`config.mk`:
```
export PLATFORM = sky130hd
export DESIGN_NAME = bram_rf_arbiter
export DESIGN_NICKNAME = d
export VERILOG_FILES = /design/src/rtl/bram_rf_pkg.sv /design/src/rtl/bram_rf_arbiter_rr.sv /design/src/rtl/bram_rf_arbiter.sv
export SDC_FILE = /design/constraint.sdc
export NUM_CORES = 1
export LEC_CHECK = 0
export ABC_CLOCK_PERIOD_IN_PS = 4300
export CAP_MARGIN = 20
export CORE_AREA = 10 10 120 122
export DETAILED_ROUTE_END_ITERATION = 6
export DIE_AREA = 0 0 130 132
export PLACE_DENSITY = 0.8
export SLEW_MARGIN = 20
export SYNTH_ARGS = -nofsm -noshare
export SYNTH_HDL_FRONTEND = slang
export SYNTH_HIERARCHICAL = 1
export SYNTH_SLANG_ARGS = --single-unit
export TNS_END_PERCENT = 5
```
`constraint.sdc`:
```
create_clock -name CLK -period 4.3 [get_ports CLK]
set_clock_uncertainty 0.1 [all_clocks]
set_input_delay 1.29 -clock CLK [delete_from_list [all_inputs] [get_ports CLK]]
set_output_delay 1.29 -clock CLK [all_outputs]
set_load 0.02 [all_outputs]
```
`src/rtl/bram_rf_pkg.sv`:
```
// Shared constants and types for the BRAM_RF port arbiter.
// The read-return tag records which requester owns each in-flight read beat.
package bram_rf_pkg;

  localparam int N_REQ   = 4;
  localparam int ADDR_W  = 13;
  localparam int DATA_W  = 32;
  localparam int LEN_W   = 4;
  localparam int RD_LAT  = 2;
  localparam int OWNER_W = (N_REQ > 1) ? $clog2(N_REQ) : 1;

  localparam logic [3:0] WE_FULL = 4'b1111;

  typedef enum logic {
    IDLE  = 1'b0,
    BURST = 1'b1
  } state_t;

  typedef struct packed {
    logic               valid;
    logic [OWNER_W-1:0] owner;
  } rd_tag_t;

endpackage

```
`src/rtl/bram_rf_arbiter_rr.sv`:
```
// Combinational round-robin pick: first set request at or after ptr, circularly.
// Returns both a one-hot grant and the winning index.
module rr_arbiter #(
  parameter int N = 4,
  parameter int W = 2
) (
  input  logic [N-1:0] req,
  input  logic [W-1:0] ptr,
  output logic [N-1:0] gnt,
  output logic [W-1:0] idx,
  output logic         any
);

  logic [W-1:0] cand;

  always_comb begin
    gnt  = '0;
    idx  = '0;
    any  = 1'b0;
    cand = '0;
    for (int i = 0; i < N; i++) begin
      cand = W'((32'(ptr) + 32'(i)) % N);
      if (!any && req[cand]) begin
        any       = 1'b1;
        gnt[cand] = 1'b1;
        idx       = cand;
      end
    end
  end

endmodule

```
`src/rtl/bram_rf_arbiter.sv`:
```
// Shares the single BRAM_RF port among requesters as whole round-robin bursts
// and steers returned read data back to the owner after the fixed read latency.
module bram_rf_arbiter
  import bram_rf_pkg::*;
(
  input  logic                      CLK,
  input  logic                      RST,
  input  logic [N_REQ-1:0]          req_i,
  input  logic [N_REQ-1:0]          req_we_i,
  input  logic [N_REQ*ADDR_W-1:0]   req_addr_i,
  input  logic [N_REQ*LEN_W-1:0]    req_len_i,
  input  logic [N_REQ*DATA_W-1:0]   req_wdata_i,
  output logic [N_REQ-1:0]          gnt_o,
  output logic [N_REQ-1:0]          rvalid_o,
  output logic [DATA_W-1:0]         rdata_o,
  output logic                      busy_o,
  output logic [ADDR_W-1:0]         addrb,
  output logic [DATA_W-1:0]         dinb,
  input  logic [DATA_W-1:0]         doutb,
  output logic                      enb,
  output logic [3:0]                web,
  output state_t                    state_dbg
);

  state_t             state, state_next;
  logic [OWNER_W-1:0] owner;
  logic               we_r;
  logic [ADDR_W-1:0]  cur_addr;
  logic [LEN_W-1:0]   cnt;
  logic [OWNER_W-1:0] rr_ptr;
  rd_tag_t            pipe [RD_LAT];
  logic               pipe_any;

  logic [N_REQ-1:0]   arb_gnt;
  logic [OWNER_W-1:0] arb_idx;
  logic               arb_any;

  rr_arbiter #(.N(N_REQ), .W(OWNER_W)) u_rr (
    .req (req_i),
    .ptr (rr_ptr),
    .gnt (arb_gnt),
    .idx (arb_idx),
    .any (arb_any)
  );

  always_ff @(posedge CLK) begin
    if (RST) state <= IDLE;
    else     state <= state_next;
  end

  always_comb begin
    state_next = state;
    gnt_o      = '0;
    addrb      = '0;
    dinb       = '0;
    web        = '0;
    case (state)
      IDLE: if (arb_any) state_next = BURST;
      BURST: begin
        gnt_o[owner] = 1'b1;
        addrb        = cur_addr;
        if (we_r) begin
          web  = WE_FULL;
          dinb = req_wdata_i[int'(owner)*DATA_W +: DATA_W];
        end
        if (cnt == '0) state_next = IDLE;
      end
      default: state_next = IDLE;
    endcase
  end

  always_comb begin
    pipe_any = 1'b0;
    for (int i = 0; i < RD_LAT; i++) pipe_any = pipe_any | pipe[i].valid;
  end

  // Enable must stay up while reads drain, otherwise the BRAM output stage stalls.
  assign enb       = (state == BURST) | pipe_any;
  assign busy_o    = enb;
  assign state_dbg = state;

  always_comb begin
    rvalid_o = '0;
    rdata_o  = '0;
    if (pipe[RD_LAT-1].valid) begin
      rvalid_o[pipe[RD_LAT-1].owner] = 1'b1;
      rdata_o                        = doutb;
    end
  end

  always_ff @(posedge CLK) begin
    if (RST) begin
      owner    <= '0;
      we_r     <= 1'b0;
      cur_addr <= '0;
      cnt      <= '0;
      rr_ptr   <= '0;
      for (int i = 0; i < RD_LAT; i++) pipe[i] <= '0;
    end else begin
      pipe[0].valid <= (state == BURST) && !we_r;
      pipe[0].owner <= owner;
      for (int i = 1; i < RD_LAT; i++) pipe[i] <= pipe[i-1];
      if (state == IDLE && arb_any) begin
        owner    <= arb_idx;
        we_r     <= |(req_we_i & arb_gnt);
        cur_addr <= req_addr_i[int'(arb_idx)*ADDR_W +: ADDR_W];
        cnt      <= req_len_i[int'(arb_idx)*LEN_W +: LEN_W];
        if (int'(arb_idx) == N_REQ - 1) rr_ptr <= '0;
        else                            rr_ptr <= arb_idx + 1'b1;
      end else if (state == BURST) begin
        cur_addr <= cur_addr + 1'b1;
        cnt      <= cnt - 1'b1;
      end
    end
  end

endmodule

```
==> impl_metrics.py, run 1 <==
metrics = {
    "yosys": {
        "async_reset_ff_frac": 0,
        "syn-num-nets": 615,
        "ys_types": 51,
        "seq_area_frac_synth": 0.1636,
        "synth-seq-cells": 29,
        "syn_avg_cell_area_um2": 9.646,
        "ys.flop_type": "dfxtp_1",
        "syn-cell-area_mm2": 0.003550,
        "synthCells": 368,
        "yosysWarningCount": 6,
        "synth_edf_count": 0,
    },
    "placement": {
        "preCtsSetupSlack_ns": -0.05390,
        "dpl_cell_area_mm2": 0.007010,
        "finalWeightedCongestion": 1.018,
        "hpwl_mm": 16.53,
        "numPortBuffers": 329,
    },
    "routing": {
        "vias_per_cell": 5.223,
        "drt-total-wl_mm": 18.98,
        "wl_per_cell_um": 22.76,
        "drt_iter0_markers": 220,
        "drt_first_pass_iters": 4,
        "drc": 0,
        "vias": 4356,
        "ant_nets": 0,
    },
    "sta": {
        "rsz0062_at_grt": "no",
        "worstMarginPinSlew_ns": 1.052,
        "fmax_ghz": 0.2342,
        "relSlewSlack": 0.2972,
        "post-route-period-util": 0.9932,
        "slew_viol_final": 0,
        "setup_viol": 0,
        "fin_ws_ns": 0.02936,
        "hold_viol_final": 0,
        "period_needed_ns": 4.271,
    },
    "power": {
        "power_leakage_nw": 2.766,
        "power_density_mw_per_mm2": 434.4,
        "irDropWorstVdd_mv": 0.4198,
        "power_w": 0.003124,
    },
    "final_layout": {
        "drive_above_1_share": 0.1237,
        "final_common_cell": "clkdlybuf4s50_1",
        "final_area_mm2": 0.007191,
        "area_delta_synth_final_pct": 102.6,
        "diodes": 0,
        "final_cell_mix": "clkdlybuf4s50_1 (313), mux4_2 (51), and2_1 (43)",
        "finish.net_count": 933,
    },
    "die": {
        "dieArea_mm2": 0.01716,
        "pin_count": 330,
        "die_h_um": 132,
        "rows": 40,
        "fp.dieW_um": 130,
        "initial_core_util": 0.2980,
        "core-area_mm2": 0.01191,
    },
    "global_route": {
        "first_global_vias": 4510,
        "overflow": 0,
        "antenna_found_initial": 0,
        "grt_start_max_net_pins": 38,
        "grt_pass1_wl_mm": 27.84,
        "grt_util_all_layers": 0.2080,
    },
    "worst_setup_path": {
        "rr_startpoint": "rr_ptr[1]",
        "worstPathMaxFanout": 1,
        "critPathArrivalTime_ns": 2.88,
        "critPathCaptureType": "output pin",
        "reg2reg_setup_slack_ns": 0.86,
        "worstSetupPathType": "in -> out",
        "start_kind": "input port",
        "worstPathRequired_ns": 2.91,
        "cp-startpoint": "req_wdata_i[106]",
    },
    "clock_network": {
        "htreeDepth": 2,
        "clock_latency_ns": 0.27,
        "path_clk_slew_ns": 0.05,
        "root_buffer": "clkbuf_16",
        "cts_made_buffers": 5,
        "cts_setup_buffers": 0,
        "cts_hold_repair.buffers": 0,
        "clockBufferDepth": 2,
        "cts_sinks": 29,
        "cts_tree": "done",
    },
    "flow_run": {
        "maxCapViolations": 0,
    },
    "status": {
        "status": "finished clean",
    },
    "hold_path": {
        "min_from": "pipe[0][0]",
        "worstHoldPathType": "reg -> reg",
    },
}
## power by group
group	internal (W)	switching, W
logic	0.00123	0.000988
registers	0.000376	0.000167
clock network	0.000244	0.000119
## Yosys cell counts, drive strengths merged (3+ instances only)
master  number  area (µm²)
nor3         7       35.03
a21oi       15       75.07
and2        43       269.0
nand4        5       37.53
xnor2        3       26.28
nor2b       41       256.5
a211oi       6       45.04
nand2b       4       25.02
o21ai        8       40.03
nor4b        3       41.29
a22oi       10       75.07
mux4        53        1201
nand2       22       82.58
mux2i        5       50.05
clkbuf      17       63.81
a221oi       3       26.28
nor2        17       63.81
ha           9       112.6
nand3        6       30.03
and3         3       18.77
buf         18       118.9
inv         12       45.04
dfxtp       29       580.6
## final cells by class
cell class / count / area (µm²)
Tap cell: 147 / 183.9
Timing Repair Buffer: 346 / 3466
Inverter: 12 / 45.04
Clock buffer: 7 / 152.6
Sequential cell: 29 / 583.1
Fill cell: 984 / 4721
Multi-Input combinational cell: 292 / 2755
Clock inverter: 1 / 5.005
## path summary, 6_finish.rpt
| path | to | cells after the start |
|---|---|---|
| max | dinb[10] | 4 |
| min | pipe[0][3] | 1 |
| max reg2reg | cnt[2] | 10 |
| min reg2reg | pipe[0][3] | 1 |
## flip-flops by register name (all words and copies together) (netlist names)
register,cells
we_r,1
cnt,4
cur_addr,13
state_dbg,1
owner,2
rr_ptr,2
pipe,6
## worst max-delay path, cell delays in order
cell and delay [ns]:
clkdlybuf4s50_1 0.40, mux4_2 0.46, nor2b_1 0.14, clkdlybuf4s50_1 0.58
## what timing repair did
| item | in CTS | in global routing |
|---|---|---|
| pin swaps | 0 | 0 |
| endpoints found under the setup margin | 4 | 11 |
| resized for setup | 4 | 11 |
| gates cloned | 0 | 0 |
## logic make-up after synthesis
| kind of cell | after synthesis | synth area share |
|---|---|---|
| and+or+nand+nor | 161 | 0.2626 |
| muxes | 59 | 0.3557 |
| AOI/OAI and AO/OA | 58 | 0.1100 |
| buffers and inverters | 47 | 0.06415 |
| DFF | 29 | 0.1636 |
| adders and majority gates | 9 | 0.03172 |
| xor gates and xnor gates | 5 | 0.01234 |
## per-layer routing
| metal | global-route usage | wire [µm] | vias to the layer above | part of all wire |
|---|---|---|---|---|
| met5 | 0 | 0 | - | 0 |
| met4 | 0.05438 | 471 | 0 | 0.025 |
| met3 | 0.05994 | 1510 | 24 | 0.080 |
| met2 | 0.3864 | 10040 | 208 | 0.53 |
| met1 | 0.2201 | 6958 | 2111 | 0.37 |
| li1 | - | - | 2013 | - |
## metrics by stage
step                      std cells  hold slack (ns)    util  TNS (ns)
after CTS                       834           0.3777  0.6014         0
after global routing            834           0.3826  0.6037         0
after floorplan                 368           0.3132       -         0
after detailed placement        826           0.3679  0.5886   -0.1103
final                           834           0.3650  0.6037         0
after global placement          826           0.3628  0.5886  -0.05032
Note: power is estimated with default switching activity, not from simulation.
==> run 2: changes to the inputs <==
--- a/config.mk
+++ b/config.mk
@@ -5,12 +5,13 @@
 export SDC_FILE = /design/constraint.sdc
 export NUM_CORES = 1
 export LEC_CHECK = 0
+export ABC_AREA = 0
 export ABC_CLOCK_PERIOD_IN_PS = 4300
 export CAP_MARGIN = 20
-export CORE_AREA = 10 10 120 122
+export CORE_AREA = 4 4 128 130
 export DETAILED_ROUTE_END_ITERATION = 6
-export DIE_AREA = 0 0 130 132
-export PLACE_DENSITY = 0.8
+export DIE_AREA = 0 0 132 134
+export PLACE_DENSITY = 0.65
 export SLEW_MARGIN = 20
 export SYNTH_ARGS = -nofsm -noshare
 export SYNTH_HDL_FRONTEND = slang
==> run 2 against run 1 <==
Effect of this change:
- non-clock buffer count increased by 10
- critical path depth is the same
- count of clock-buffer cells in the layout is 1 lower
- hold slack got worse by 0.026 ns
- largest power group unchanged
==> impl_metrics.py, run 2 (synthesized netlist as in run 1, its figures left out) <==
metrics = {
    "final_layout": {
        "drive_above_1_share": 0.1392,
        "area_delta_synth_final_pct": 106.5,
        "top_regs": "cur_addr (13), pipe (6), cnt (4)",
        "finish.net_count": 943,
        "diodes": 0,
        "final_common_cell": "clkdlybuf4s50_1",
        "largest_reg_flops": 13,
        "regMostFlops": "cur_addr",
        "final_cell_mix": "clkdlybuf4s50_1 (323), mux4_2 (51), and2_1 (43)",
        "instances_no_fill": 885,
        "num-fill-cells": 1414,
        "final_area_mm2": 0.007330,
    },
    "flow_run": {
        "maxCapViolations": 0,
    },
    "routing": {
        "drc": 0,
        "drt-total-wl_mm": 17.82,
        "vias": 4395,
        "drt_iter0_markers": 163,
        "ant_nets": 0,
        "wl_per_cell_um": 20.13,
        "drt_first_pass_iters": 6,
        "vias_per_cell": 4.966,
    },
    "global_route": {
        "first_global_vias": 4577,
        "grt_pass1_wl_mm": 27.18,
        "antenna_found_initial": 0,
        "grt_start_max_net_pins": 41,
        "grt_util_all_layers": 0.1927,
        "overflow": 0,
    },
    "sta": {
        "fmax_ghz": 0.2340,
        "rsz0062_at_grt": "no",
        "hold_viol_final": 0,
        "setup_viol": 0,
        "post-route-period-util": 0.9940,
        "fin_tns_setup_ns": 0,
        "relSlewSlack": 0.3707,
        "slew_viol_final": 0,
        "worstMarginPinSlew_ns": 0.9426,
        "fin_ws_ns": 0.02576,
        "period_needed_ns": 4.274,
    },
    "placement": {
        "numPortBuffers": 329,
        "preCtsSetupSlack_ns": -0.3226,
        "hpwl_mm": 15.18,
        "dpl_cell_area_mm2": 0.007094,
        "placed_cells": 873,
        "finalWeightedCongestion": 0.8805,
    },
    "power": {
        "power_density_mw_per_mm2": 439.2,
        "irDropWorstVdd_mv": 0.2739,
        "power_w": 0.003219,
        "power_leakage_nw": 2.698,
    },
    "worst_setup_path": {
        "endpoint": "dinb[26]",
        "worstPathMaxFanout": 1,
        "worstSetupPathType": "in -> out",
        "worstPathRequired_ns": 2.91,
        "start_kind": "input port",
        "r2r_cells": 11,
        "reg2reg_setup_slack_ns": 0.95,
        "cp-startpoint": "req_wdata_i[26]",
        "critPathArrivalTime_ns": 2.88,
        "critPathCaptureType": "output pin",
        "r2r-end": "cur_addr[9]",
        "rr_startpoint": "rr_ptr[1]",
    },
    "die": {
        "fp.dieW_um": 132,
        "core-area_mm2": 0.01515,
        "rows": 45,
        "initial_core_util": 0.2344,
        "dieArea_mm2": 0.01769,
        "pin_count": 330,
        "die_h_um": 134,
    },
    "clock_network": {
        "cts_sinks": 29,
        "path_clk_slew_ns": 0.05,
        "cts_tree": "done",
        "htreeDepth": 2,
        "cts_made_buffers": 5,
        "clock_latency_ns": 0.27,
        "clockBufferDepth": 2,
        "root_buffer": "clkbuf_16",
    },
    "hold_path": {
        "worstHoldPathType": "reg -> reg",
        "min_path_cells": 1,
    },
    "status": {
        "status": "finished clean",
    },
}
## run 2: changes by cell type in the layout (fill, tap and decap cells not counted), moves of 4 or more
cell             change
dlymetal6s2s_1       -6
clkdlybuf4s50_1     +10
dlygate4sd2_1        -4
buf_4               +10
## run 2: critical path, cell delays in order
cell	delay, ns
clkdlybuf4s50_1	0.44
mux4_2	0.45
nor2b_1	0.14
clkdlybuf4s50_1	0.56
## run 2: how the worst min path moves through the flow
stage	startpoint	to	slack [ns]
finish	pipe[0][1]	pipe[0][4]	0.34
floorplan	we_r	pipe[0][2]	0.31
global placement	pipe[0][1]	pipe[0][4]	0.32
CTS	pipe[0][1]	pipe[0][4]	0.34
detailed placement	pipe[0][0]	pipe[0][3]	0.33
global route	pipe[0][1]	pipe[0][4]	0.35
## run 2: cell type report
cell class,count,area (µm²),share of cell area
sequential,29,583.1,0.07955
multi-input combinational,292,2759,0.3764
inverter,12,45.04,0.006145
clock inverter,2,37.54,0.005121
clock buffer,6,138.9,0.01895
timing repair buffer,356,3531,0.4817
tap,188,235.2,0.03209
## run 2: layer usage
layer / routed length [µm] / track usage / up-vias
met1: 6965 / 0.2359 / 2147
met3: 1173 / 0.03788 / 17
met5: 0 / 0 / -
met2: 9470 / 0.3555 / 199
met4: 206 / 0.03267 / 0
li1: - / - / 2032
## run 2: repair_timing
action | in CTS | in global routing
endpoints found under the setup margin | 3 | 19
buffers inserted | 4 | 0
hold endpoints to repair | 0 | 0
hold buffers | 0 | 0
pin swaps | 1 | 0
resized for setup | 0 | 6
## run 2: stage by stage
stage / hold slack, ns / utilization
after CTS: 0.3418 / 0.4829
after floorplan: 0.3132 / -
after global placement: 0.3225 / 0.4684
after detailed placement: 0.3291 / 0.4684
after global routing: 0.3513 / 0.4839
final: 0.3387 / 0.4839
## run 2: report_power, final
group	leakage [nW]	switching [W]	total [W]	internal, W
logic	2.37	0.000983	0.00226	0.00128
clock network	0.0831	0.000126	0.000414	0.000289
registers	0.240	0.000170	0.000546	0.000376
total	2.70	0.00128	0.00322	0.00194
==> run 3: changes to the inputs <==
--- a/config.mk
+++ b/config.mk
@@ -12,6 +12,7 @@
 export DETAILED_ROUTE_END_ITERATION = 6
 export DIE_AREA = 0 0 132 134
 export PLACE_DENSITY = 0.65
+export SKIP_CTS_REPAIR_TIMING = 1
 export SLEW_MARGIN = 20
 export SYNTH_ARGS = -nofsm -noshare
 export SYNTH_HDL_FRONTEND = slang
==> run 3 against run 2 <==
Effect of this change:
- largest cell class unchanged
- critical path type unchanged
- register-to-register slack hardly changed
- hold slack worse by 0.00054 ns
- sequential cell count stayed put
- power is 1.3% lower
==> impl_metrics.py, run 3 (synthesized netlist as in run 1, its figures left out) <==
metrics = {
    "status": {
        "status": "finished clean",
    },
    "worst_setup_path": {
        "worstPathRequired_ns": 2.91,
        "crit_buf_inv": 2,
        "crit_family": "buffers and inverters",
        "cp_common_cell": "clkdlybuf4s50_1",
        "worstSetupPathType": "in -> out",
        "critPathArrivalTime_ns": 2.88,
        "cp_cell_sequence": "clkdlybuf4s50_1 -> mux4_2 -> nor2b_1 -> clkdlybuf4s50_1",
        "critPathCaptureType": "output pin",
        "worstPathMaxFanout": 1,
        "slowest_stage": "clkdlybuf4s50_1",
        "critPathMaxStageDelay_ns": 0.56,
        "rr_startpoint": "rr_ptr[1]",
        "start_kind": "input port",
        "cp-startpoint": "req_wdata_i[26]",
    },
    "placement": {
        "numPortBuffers": 329,
        "preCtsSetupSlack_ns": -0.3226,
        "hpwl_mm": 15.18,
        "finalWeightedCongestion": 0.8805,
    },
    "final_layout": {
        "finish.net_count": 940,
        "diodes": 0,
        "regMostFlops": "cur_addr",
        "num-fill-cells": 1417,
        "top_regs": "cur_addr (13), pipe (6), cnt (4)",
        "layout.area.seq_um2": 583.1,
        "final_cell_mix": "clkdlybuf4s50_1 (323), mux4_2 (51), and2_1 (43)",
        "drive_above_1_share": 0.1354,
        "final_common_cell": "clkdlybuf4s50_1",
        "multi_input_area_mm2": 0.002759,
        "area_delta_synth_final_pct": 105.6,
        "largest_reg_flops": 13,
    },
    "sta": {
        "slew_viol_final": 0,
        "fmax_ghz": 0.2340,
        "fin_ws_ns": 0.02565,
        "holdWs_ns": 0.3382,
        "setup_viol": 0,
        "post-route-period-util": 0.9940,
        "relSlewSlack": 0.3716,
        "worstMarginPinSlew_ns": 0.9413,
        "hold_viol_final": 0,
        "period_needed_ns": 4.274,
        "rsz0062_at_grt": "no",
    },
    "hold_path": {
        "worstHoldPathType": "reg -> reg",
        "min_from": "pipe[0][1]",
    },
    "die": {
        "rows": 45,
        "pin_count": 330,
        "initial_core_util": 0.2344,
        "fp.dieW_um": 132,
        "dieArea_mm2": 0.01769,
        "core-area_mm2": 0.01515,
        "die_h_um": 134,
    },
    "routing": {
        "wl_met2_mm": 9.535,
        "ant_nets": 0,
        "wl_met3_mm": 1.167,
        "highest_layer": "met4",
        "vias_per_cell": 4.993,
        "drt_iter0_markers": 186,
        "vias": 4404,
        "drc": 0,
        "wl_per_cell_um": 20.18,
        "drt-total-wl_mm": 17.80,
        "drt_first_pass_iters": 5,
        "wl_met1_mm": 6.890,
    },
    "clock_network": {
        "cts_made_buffers": 5,
        "root_buffer": "clkbuf_16",
        "clockBufferDepth": 2,
        "clock_latency_ns": 0.27,
        "path_clk_slew_ns": 0.05,
        "cts_tree": "done",
        "htreeDepth": 2,
        "cts_sinks": 29,
    },
    "flow_run": {
        "maxCapViolations": 0,
    },
    "global_route": {
        "grt_pass1_wl_mm": 27.12,
        "grt_start_max_net_pins": 41,
        "antenna_found_initial": 0,
        "overflow": 0,
        "first_global_vias": 4558,
        "grt_util_all_layers": 0.1923,
    },
    "power": {
        "power_leakage_nw": 2.680,
        "power_density_mw_per_mm2": 435.2,
        "irDropWorstVdd_mv": 0.2066,
    },
}
-- run 3: changes by cell type in the layout (fill, tap and decap cells not counted), sizes merged --
cell,change
buf,-3
-- run 3: layout make-up --
class	count	share of cell area
inverters	12	0.006172
multi-input cells	292	0.3780
well taps	188	0.03223
repair buffers	353	0.4795
clock buffers	6	0.01903
clock inverters	2	0.005143
flip-flops and latches	29	0.07989
-- run 3: metal layers --
layer  global-route usage  up-vias
li1                     -     2026
met1               0.2354     2153
met2               0.3546      206
met3              0.03788       19
met4              0.03267        0
met5                    0        -
-- run 3: stage by stage --
step	power, W	area [µm²]	setup TNS (ns)	cells	utilization
floorplan	0.001942	3550	0	368	-
global route	0.003399	7298	0	882	0.4819
finish	0.003176	7298	0	882	0.4819
global placement	0.002715	7094	-2.236	873	0.4684
detailed placement	0.002769	7094	-3.733	873	0.4684
CTS	0.003192	7271	-0.09044	881	0.4801
-- run 3: worst register-to-register path: stages, from the launching register on --
cell and delay [ns]:
dfxtp_1 0.53, inv_1 0.17, ha_1 0.40, mux4_2 0.37
buf_4 0.18, nand2b_1 0.13, o221ai_1 0.17, a32o_2 0.41
mux4_2 0.38, mux2i_1 0.16, a21oi_1 0.08, a21boi_1 0.13
-- run 3: final timing paths --
path                               endpoint  slack [ns]  depth (start not counted)
worst min register to register   pipe[0][4]        0.34                          1
worst max register to register  cur_addr[9]        0.95                         11
worst max-delay path               dinb[26]        0.03                          4
worst min-delay path             pipe[0][4]        0.34                          1
-- run 3: power by group --
group / switching [W] / leakage (nW) / internal (W) / total, W
sequential: 0.000171 / 0.240 / 0.000376 / 0.000548
combinational: 0.000974 / 2.36 / 0.00124 / 0.00222
clock: 0.000124 / 0.0831 / 0.000289 / 0.000412
total: 0.00127 / 2.68 / 0.00191 / 0.00318
